File: src/rtl/rf_write_buffer_pkg.sv
// Shared types and widths for the register-file write buffer.
package rf_write_buffer_pkg;
  localparam int XLEN = 32;
  localparam int AW   = 5;
  localparam logic [AW-1:0] REG_ZERO = 5'd0;

  typedef struct packed {
    logic [AW-1:0]   addr;
    logic [XLEN-1:0] data;
  } rf_wr_t;
endpackage

File: src/rtl/rf_write_buffer_if.sv
// Producer, RF write port, bypass lookups and occupancy of the write buffer.
interface rf_write_buffer_if #(parameter int DEPTH = 4);
  import rf_write_buffer_pkg::*;
  localparam int CW = $clog2(DEPTH) + 1;

  logic            in_valid;
  logic            in_ready;
  logic [AW-1:0]   in_addr;
  logic [XLEN-1:0] in_data;
  logic            drain_en;
  logic [AW-1:0]   a3;
  logic [XLEN-1:0] wd3;
  logic            we;
  logic [AW-1:0]   q1_addr;
  logic            q1_hit;
  logic [XLEN-1:0] q1_data;
  logic [AW-1:0]   q2_addr;
  logic            q2_hit;
  logic [XLEN-1:0] q2_data;
  logic [CW-1:0]   count;

  modport master (
    output in_valid, in_addr, in_data, drain_en, q1_addr, q2_addr,
    input  in_ready, a3, wd3, we, q1_hit, q1_data, q2_hit, q2_data, count
  );

  modport slave (
    input  in_valid, in_addr, in_data, drain_en, q1_addr, q2_addr,
    output in_ready, a3, wd3, we, q1_hit, q1_data, q2_hit, q2_data, count
  );
endinterface

File: src/rtl/rf_wb_lookup.sv
// Newest-match bypass search: walks entries oldest-to-newest from head so the
// last valid match (nearest tail) wins.
module rf_wb_lookup
  import rf_write_buffer_pkg::*;
#(
  parameter int DEPTH = 4
) (
  input  rf_wr_t [DEPTH-1:0]         ent,
  input  logic   [DEPTH-1:0]         vld,
  input  logic   [$clog2(DEPTH)-1:0] head,
  input  logic   [AW-1:0]            q_addr,
  output logic                       hit,
  output logic   [XLEN-1:0]          data
);
  localparam int PW = $clog2(DEPTH);

  logic [PW-1:0] idx;

  always_comb begin
    hit  = 1'b0;
    data = '0;
    idx  = '0;
    for (int k = 0; k < DEPTH; k++) begin
      idx = head + PW'(k);
      if (vld[idx] && ent[idx].addr == q_addr && q_addr != REG_ZERO) begin
        hit  = 1'b1;
        data = ent[idx].data;
      end
    end
  end
endmodule

File: src/rtl/rf_write_buffer.sv
// Circular write buffer in front of the RF write port, draining one entry per
// cycle, with two bypass lookups over still-pending writes.
module rf_write_buffer
  import rf_write_buffer_pkg::*;
#(
  parameter int DEPTH = 4
) (
  input logic               clk,
  input logic               reset,
  rf_write_buffer_if.slave  bus
);
  localparam int PW = $clog2(DEPTH);
  localparam int CW = PW + 1;

  rf_wr_t [DEPTH-1:0] mem_q, mem_d;
  logic   [DEPTH-1:0] valid_q, valid_d;
  logic   [PW-1:0]    head_q, head_d;
  logic   [PW-1:0]    tail_q, tail_d;
  logic   [CW-1:0]    count_q, count_d;

  logic push, pop, not_empty;

  assign not_empty    = (count_q != '0);
  assign bus.in_ready = (count_q != CW'(DEPTH));
  // Gated by reset so a reset cycle never issues a stale RF write.
  assign pop          = not_empty && bus.drain_en && !reset;
  assign push         = bus.in_valid && bus.in_ready && (bus.in_addr != REG_ZERO);

  assign bus.we    = pop;
  assign bus.a3    = not_empty ? mem_q[head_q].addr : '0;
  assign bus.wd3   = not_empty ? mem_q[head_q].data : '0;
  assign bus.count = count_q;

  always_comb begin
    mem_d   = mem_q;
    valid_d = valid_q;
    head_d  = head_q;
    tail_d  = tail_q;
    count_d = count_q + CW'(push) - CW'(pop);
    if (pop) begin
      valid_d[head_q] = 1'b0;
      head_d          = head_q + 1'b1;
    end
    // Push only when not full, so tail never aliases the retiring head.
    if (push) begin
      mem_d[tail_q].addr = bus.in_addr;
      mem_d[tail_q].data = bus.in_data;
      valid_d[tail_q]    = 1'b1;
      tail_d             = tail_q + 1'b1;
    end
  end

  always_ff @(posedge clk) begin
    if (reset) begin
      mem_q   <= '0;
      valid_q <= '0;
      head_q  <= '0;
      tail_q  <= '0;
      count_q <= '0;
    end else begin
      mem_q   <= mem_d;
      valid_q <= valid_d;
      head_q  <= head_d;
      tail_q  <= tail_d;
      count_q <= count_d;
    end
  end

  rf_wb_lookup #(.DEPTH(DEPTH)) u_lkp1 (
    .ent(mem_q), .vld(valid_q), .head(head_q),
    .q_addr(bus.q1_addr), .hit(bus.q1_hit), .data(bus.q1_data)
  );

  rf_wb_lookup #(.DEPTH(DEPTH)) u_lkp2 (
    .ent(mem_q), .vld(valid_q), .head(head_q),
    .q_addr(bus.q2_addr), .hit(bus.q2_hit), .data(bus.q2_data)
  );
endmodule

File: src/flat_wrapper.sv
// flat-port wrapper written by rule: the top's interface ports become plain ports
module rf_write_buffer_flat import rf_write_buffer_pkg::*;
#(
  parameter int DEPTH = 4
)
  (clk, reset, bus_in_valid, bus_in_addr, bus_in_data, bus_drain_en, bus_q1_addr, bus_q2_addr, bus_in_ready, bus_a3, bus_wd3, bus_we, bus_q1_hit, bus_q1_data, bus_q2_hit, bus_q2_data, bus_count);
  rf_write_buffer_if #(.DEPTH(DEPTH)) bus_i ();
  input logic clk;
  input logic reset;
  input wire logic [$bits(bus_i.in_valid)-1:0] bus_in_valid;
  input wire logic [$bits(bus_i.in_addr)-1:0] bus_in_addr;
  input wire logic [$bits(bus_i.in_data)-1:0] bus_in_data;
  input wire logic [$bits(bus_i.drain_en)-1:0] bus_drain_en;
  input wire logic [$bits(bus_i.q1_addr)-1:0] bus_q1_addr;
  input wire logic [$bits(bus_i.q2_addr)-1:0] bus_q2_addr;
  output wire logic [$bits(bus_i.in_ready)-1:0] bus_in_ready;
  output wire logic [$bits(bus_i.a3)-1:0] bus_a3;
  output wire logic [$bits(bus_i.wd3)-1:0] bus_wd3;
  output wire logic [$bits(bus_i.we)-1:0] bus_we;
  output wire logic [$bits(bus_i.q1_hit)-1:0] bus_q1_hit;
  output wire logic [$bits(bus_i.q1_data)-1:0] bus_q1_data;
  output wire logic [$bits(bus_i.q2_hit)-1:0] bus_q2_hit;
  output wire logic [$bits(bus_i.q2_data)-1:0] bus_q2_data;
  output wire logic [$bits(bus_i.count)-1:0] bus_count;
  assign bus_i.in_valid = bus_in_valid;
  assign bus_i.in_addr = bus_in_addr;
  assign bus_i.in_data = bus_in_data;
  assign bus_i.drain_en = bus_drain_en;
  assign bus_i.q1_addr = bus_q1_addr;
  assign bus_i.q2_addr = bus_q2_addr;
  assign bus_in_ready = bus_i.in_ready;
  assign bus_a3 = bus_i.a3;
  assign bus_wd3 = bus_i.wd3;
  assign bus_we = bus_i.we;
  assign bus_q1_hit = bus_i.q1_hit;
  assign bus_q1_data = bus_i.q1_data;
  assign bus_q2_hit = bus_i.q2_hit;
  assign bus_q2_data = bus_i.q2_data;
  assign bus_count = bus_i.count;
  rf_write_buffer #(.DEPTH(DEPTH)) u_core (.clk(clk), .reset(reset), .bus(bus_i));
endmodule
File: config.mk
export PLATFORM = sky130hd
export DESIGN_NAME = rf_write_buffer_flat
export DESIGN_NICKNAME = d
export VERILOG_FILES = /design/src/rtl/rf_write_buffer_pkg.sv /design/src/rtl/rf_write_buffer_if.sv /design/src/rtl/rf_wb_lookup.sv /design/src/rtl/rf_write_buffer.sv /design/src/flat_wrapper.sv
export SDC_FILE = /design/constraint.sdc
export NUM_CORES = 1
export LEC_CHECK = 0
export BUFFER_PORTS_ARGS = -buffer_cell sky130_fd_sc_hd__buf_2
export CORE_MARGIN = 5
export CORE_UTILIZATION = 25
export DETAILED_ROUTE_END_ITERATION = 7
export SLEW_MARGIN = 20
export SYNTH_ARGS = -nofsm -noshare
export SYNTH_HDL_FRONTEND = slang
export SYNTH_SLANG_ARGS = --single-unit
File: constraint.sdc
create_clock -name clk -period 7.16 [get_ports clk]
set_clock_uncertainty 0.2 [all_clocks]
set_input_delay 0.716 -clock clk [delete_from_list [all_inputs] [get_ports clk]]
set_output_delay 0.716 -clock clk [all_outputs]
set_load 0.05 [all_outputs]
### After elaboration in Yosys (flattened, before gate mapping)

Index checks and enable logic that the tools add are counted.

* output and inout port bits: 108
* word-level logic and storage cells: 110
* flip-flop bits (word level): 159

* eq/ne operators: 9
* reductions and logical operators: 27
* bitwise gates (word level): 3
* mux-type cells: 46
* magnitude comparators: 7
* add/subtract/negate cells: 6

Operators with widths (count)
* two-way mux 32 bit: 10
* binary-select mux 37 bit (select 2 bit): 4
* bitwise mux 148 bit: 2
* two-way mux 37 bit: 5
* demux 37 bit (select 2 bit): 2
* == test 5 bit: 8
* logical AND 1 bit: 22
* less-than comparator 2 x 3 -> 1 bit, second input constant: 5
* nonzero test 5 bit: 3
* two-way mux 1 bit: 14
* binary-select mux 1 bit (select 2 bit): 4
* two-way mux 4 bit: 2
* two-way mux 5 bit: 1
* adder 2 x 1 -> 2 bit, second input constant: 2
* adder 2 bit, second input constant: 2
* bitwise AND 4 bit: 1
* demux 1 bit (select 2 bit): 2
* >= comparator 2 x 1 -> 1 bit, second input constant: 2
* inverter 4 bit: 1
* bitwise OR 4 bit: 1
* adder 3 x 1 -> 3 bit: 1
* inequality test 3 bit, second input constant: 1
* nonzero test 3 bit: 1
* subtractor 3 x 1 -> 3 bit: 1
* zero test 1 bit: 1

### Logic depth before layout (Yosys ltp)

* word-level depth: 9
* gate-level depth with buffers: 18

### Hierarchy

From an unflattened synthesis, not the netlist that was laid out.

* cell total of the unflattened synthesis: 1989
* area, all modules: 18457.7 µm²

Modules (own cells, without submodules)
* rf_wb_lookup: sequential area each 0.0 µm², instances 2, cells an instance 654, area an instance 5387.7 µm²
* rf_write_buffer: sequential area each 3183.1 µm², instances 1, cells an instance 681, area an instance 7682.4 µm²

### Worst setup path before layout

No wires, ideal clock.

* path kind: reg-to-output
* start point: register u_core.head_q[0]
* end point: output port bus_q2_data[22]
* stages on the path, launching flop included: 18
* arrival time: 4.635 ns
* data required time: 6.244 ns
* path buffers: 10
* setup slack: 1.609 ns
* path through: dfxtp_1 -> buf_6 -> buf_2 -> buf_4 -> buf_2 -> buf_4 -> buf_2 -> inv_1 -> ha_1 -> buf_2 -> buf_2 -> mux4_2 -> xor2_1 -> nor4_1 -> nand4_1 -> clkbuf_1 -> clkbuf_1 -> o22ai_1

RTL lines
* start, declared: line rf_write_buffer.sv:17 `logic [PW-1:0] head_q, head_d;`
* start signal, assigned: line rf_write_buffer.sv:57 `head_q <= '0;`
* start signal, assigned: line rf_write_buffer.sv:63 `head_q <= head_d;`
* adder 2 bit *
* via u_core.u_lkp1.idx[0]: line rf_wb_lookup.sv:17 `logic [PW-1:0] idx;`
* binary-select mux 37 bit (select 2 bit): line rf_wb_lookup.sv:25, rf_wb_lookup.sv:27
* two-way mux 37 bit (implied by the code): line rf_wb_lookup.sv:27 `data = ent[idx].data;`
* == test 5 bit: line rf_wb_lookup.sv:25 `if (vld[idx] && ent[idx].addr == q_addr && q_addr != REG_ZERO) begin`
* logical AND 1 bit (2 in a row): line rf_wb_lookup.sv:25
* two-way mux 32 bit *: line rf_wb_lookup.sv:25
* end, declared: line flat_wrapper.sv:23 `output wire logic [$bits(bus_i.q2_data)-1:0] bus_q2_data;`

Mark *: on every way through the listed nets, which the timed path passes. The rest lies on a longest branch. The select of a mux whose other input is x is not followed.

### Worst setup path in the final report

* start point: register u_core.head_q[0]
* end point: output port bus_q2_data[29]

Same word-level chain as after synthesis.

==> out/results.ini <==
[power]
p_leak_nw = 4.949
p_per_area_mw_per_mm2 = 310.3
fin_total_pwr_mw = 4.117
ir_drop_mv = 0.2039

[layout]
layout-drive-gt1-share_pct = 21.45
final_cells = 2180
fin_nets = 1625
area_delta_synth_final_pct = 14.99
fillerInstances = 4937

[clock_network]
insertion_delay_ns = 0.45
root_buffer = clkbuf_16
cts.path.max_buffers = 2
numCtsBuffers = 17
cts-htree-levels = 4
clkTransAtPathRegs_ns = 0.07
cts_sinks = 159
cts_resized = 0
post-cts-setup-buffers = 0
tritoncts = yes
hold_buffers = 0

[timing]
max_freq_ghz = 0.1699
rsz0062_at_grt = false
fin_crit_sh_pct = 82.22
finalHoldViolCount = 0
tightest_slew_ns = 1.221
worst_hold_slack_ns = 0.2657
setup_ws_ns = 1.273
fin_crit_ns = 5.887
slew_violations = 0
slew-limit-headroom_pct = 18.44
fin_setup_tns_ns = 0
finalSetupViolations = 0

[floorplan]
core_mm2 = 0.04548
die_area_mm2 = 0.05056
start_util_pct = 25.37
die_y_um = 224.8
num_rows = 78
ios = 159
dieWidth_um = 224.8

[grt]
grt_max_degree = 89
grt-ovfl-total = 0
antenna_found_initial = 8
first_global_vias = 11620
grt_usage_pct = 17.44
grt_pass1_wl_mm = 69.17

[routing]
vias = 11958
drcViolationCount = 0
drtPass1Iterations = 5
wl_per_cell_um = 21.00
vias_per_cell = 5.485
drt_iter0_drc = 1005
wl_mm = 45.79
postRouteAntennaNets = 0

[worst_setup_path]
critPathMaxFanout = 63
crit_start = u_core.head_q[0]
critPathArrivalTime_ns = 4.97
endpoint_kind = primary output
path_class = reg -> out
worstReg2RegStart = u_core.bus.count[1]
startpoint_type = flop
worstPathRequired_ns = 6.24

[min_path]
hp-class = reg -> reg
hold_start = u_core.mem_q[102]

[yosys]
synth.distinct_cells = 44
synthAdderAreaFrac_pct = 1.258
synth_top_family_by_area = compound AO/OA/AOI/OAI gates
synth_simple_gate_area_share_pct = 18.18
synth-edff-count = 0
yosys_register_bits = 159
synthesis.nets = 1578
ys.flop_type = dfxtp_1
yosysWarnings = 0
netlist_instances = 1516
synth_xor_area_share_pct = 3.719
seq_area_frac_synth_pct = 27.58
synth_compound_area_share_pct = 23.04
synth_top_area_share_pct = 27.58
netlist_area_mm2 = 0.01154
avgSynthCellArea_um2 = 7.612
muxShareOfSynthArea_pct = 19.95
async_flop_share_pct = 0
ys_top_cells_by_area = dfxtp_1 (28%), nand2_1 (12%), mux4_2 (9.8%)
synth.largest_area_cell = dfxtp_1

[placed_design]
hpwlAfterDp_mm = 29.19
place_ws_ns = 1.752
routabilityCongestion = 0.8508
placedCellCount = 2144
io_buffers = 158

[run_status]
status = completed

[job]
cap_viol_max_count = 0

[Yosys cell counts, types with 10 or more instances]
cell and count:
a21oi_1 203, a221oi_1 58, and2_1 29, buf_1 13, buf_2 29, clkbuf_1 100, dfxtp_1 159, ha_1 10
inv_1 21, mux2_2 52, mux2i_1 59, mux4_2 50, nand2_1 364, nor2_1 87, nor3_1 10, o21ai_0 96
o22ai_1 58, xnor2_1 31, xor2_1 18
[critical path, cell delays in order, from the launching register on]
cell     delay, ns
dfxtp_4       0.67
inv_1         0.21
ha_4          0.47
buf_4         0.66
mux4_2        0.61
nand4_1       0.57
buf_4         0.58
o21ai_0       0.17
o22ai_1       0.22
buf_2         0.32
[cell families (layout without fill, tap and decap cells)]
group           Yosys count  after routing
buf+inv                 172            232
other cells               0              4
flops                   159            159
fa+ha+maj                11             11
mux                     161            161
compound gates          448            448
simple gates            516            516
xor+xnor                 49             49
[sequential cells by signal, summed over array words and instances (netlist names)]
name,count
u_core.mem_q,148
u_core.valid_q,4
u_core.bus.count,3
u_core.head_q,2
u_core.tail_q,2
[layer usage]
layer,global-route usage [%],routed length (um),up-vias
met3,3.498,3075,110
met2,28.52,21420,553
met4,7.209,1482,6
met1,22.52,19770,5806
met5,0,41,-
li1,-,-,5483
[power by group]
group,total (mW),internal [mW],switching [mW]
Clock,0.960,0.542,0.419
Combinational,2.06,0.663,1.40
Sequential,1.10,0.973,0.123
[cell type report]
cell class	instances	area, um2	area share [%]
Clock buffer	19	454.2	3.423
Sequential cell	159	3191	24.04
Timing Repair Buffer	178	943.4	7.109
Antenna cell	4	10.01	0.07543
Tap cell	600	750.7	5.657
Inverter	22	82.58	0.6223
Clock inverter	13	150.1	1.131
Multi-Input combinational cell	1185	7689	57.94
[final timing paths]
kind | end | slack [ns] | depth (start not counted)
max | bus_q2_data[29] | 1.27 | 9
min | u_core.mem_q[102] | 0.27 | 2
max reg2reg | u_core.mem_q[60] | 4.34 | 6
min reg2reg | u_core.mem_q[102] | 0.27 | 2
[placed cells by master (no fill, tap or decap), types with 3 or more instances in the layout]
cell       instances
and2_2             4
o22ai_1           58
nand2_2            3
buf_4             21
o211ai_1           3
ha_1               9
dfxtp_1          157
nor2_1            86
o21ai_0           96
xor2_1            18
nand3_1            9
and2_1            24
inv_1             21
inv_6              4
nor2b_1            3
a31o_1             4
a21bo_2            6
buf_2            157
nand2_1          360
and3_1             5
nor3_1             9
mux2_2            52
a221o_1            5
mux2i_1           59
diode_2            4
mux4_2            50
a21oi_1          203
clkbuf_16         18
xnor2_1           31
o21ai_1            5
o211a_1            3
a221oi_1          58
[through the flow]
stage          util (%)  cell area (um2)
6_report          29.18            13270
5_1_grt           29.16            13260
4_1_cts           29.15            13260
3_5_place_dp      27.83            12650
3_3_place_gp      27.81            12650
2_1_floorplan         -            11540
No activity file was read; power rests on OpenSTA's default activity.
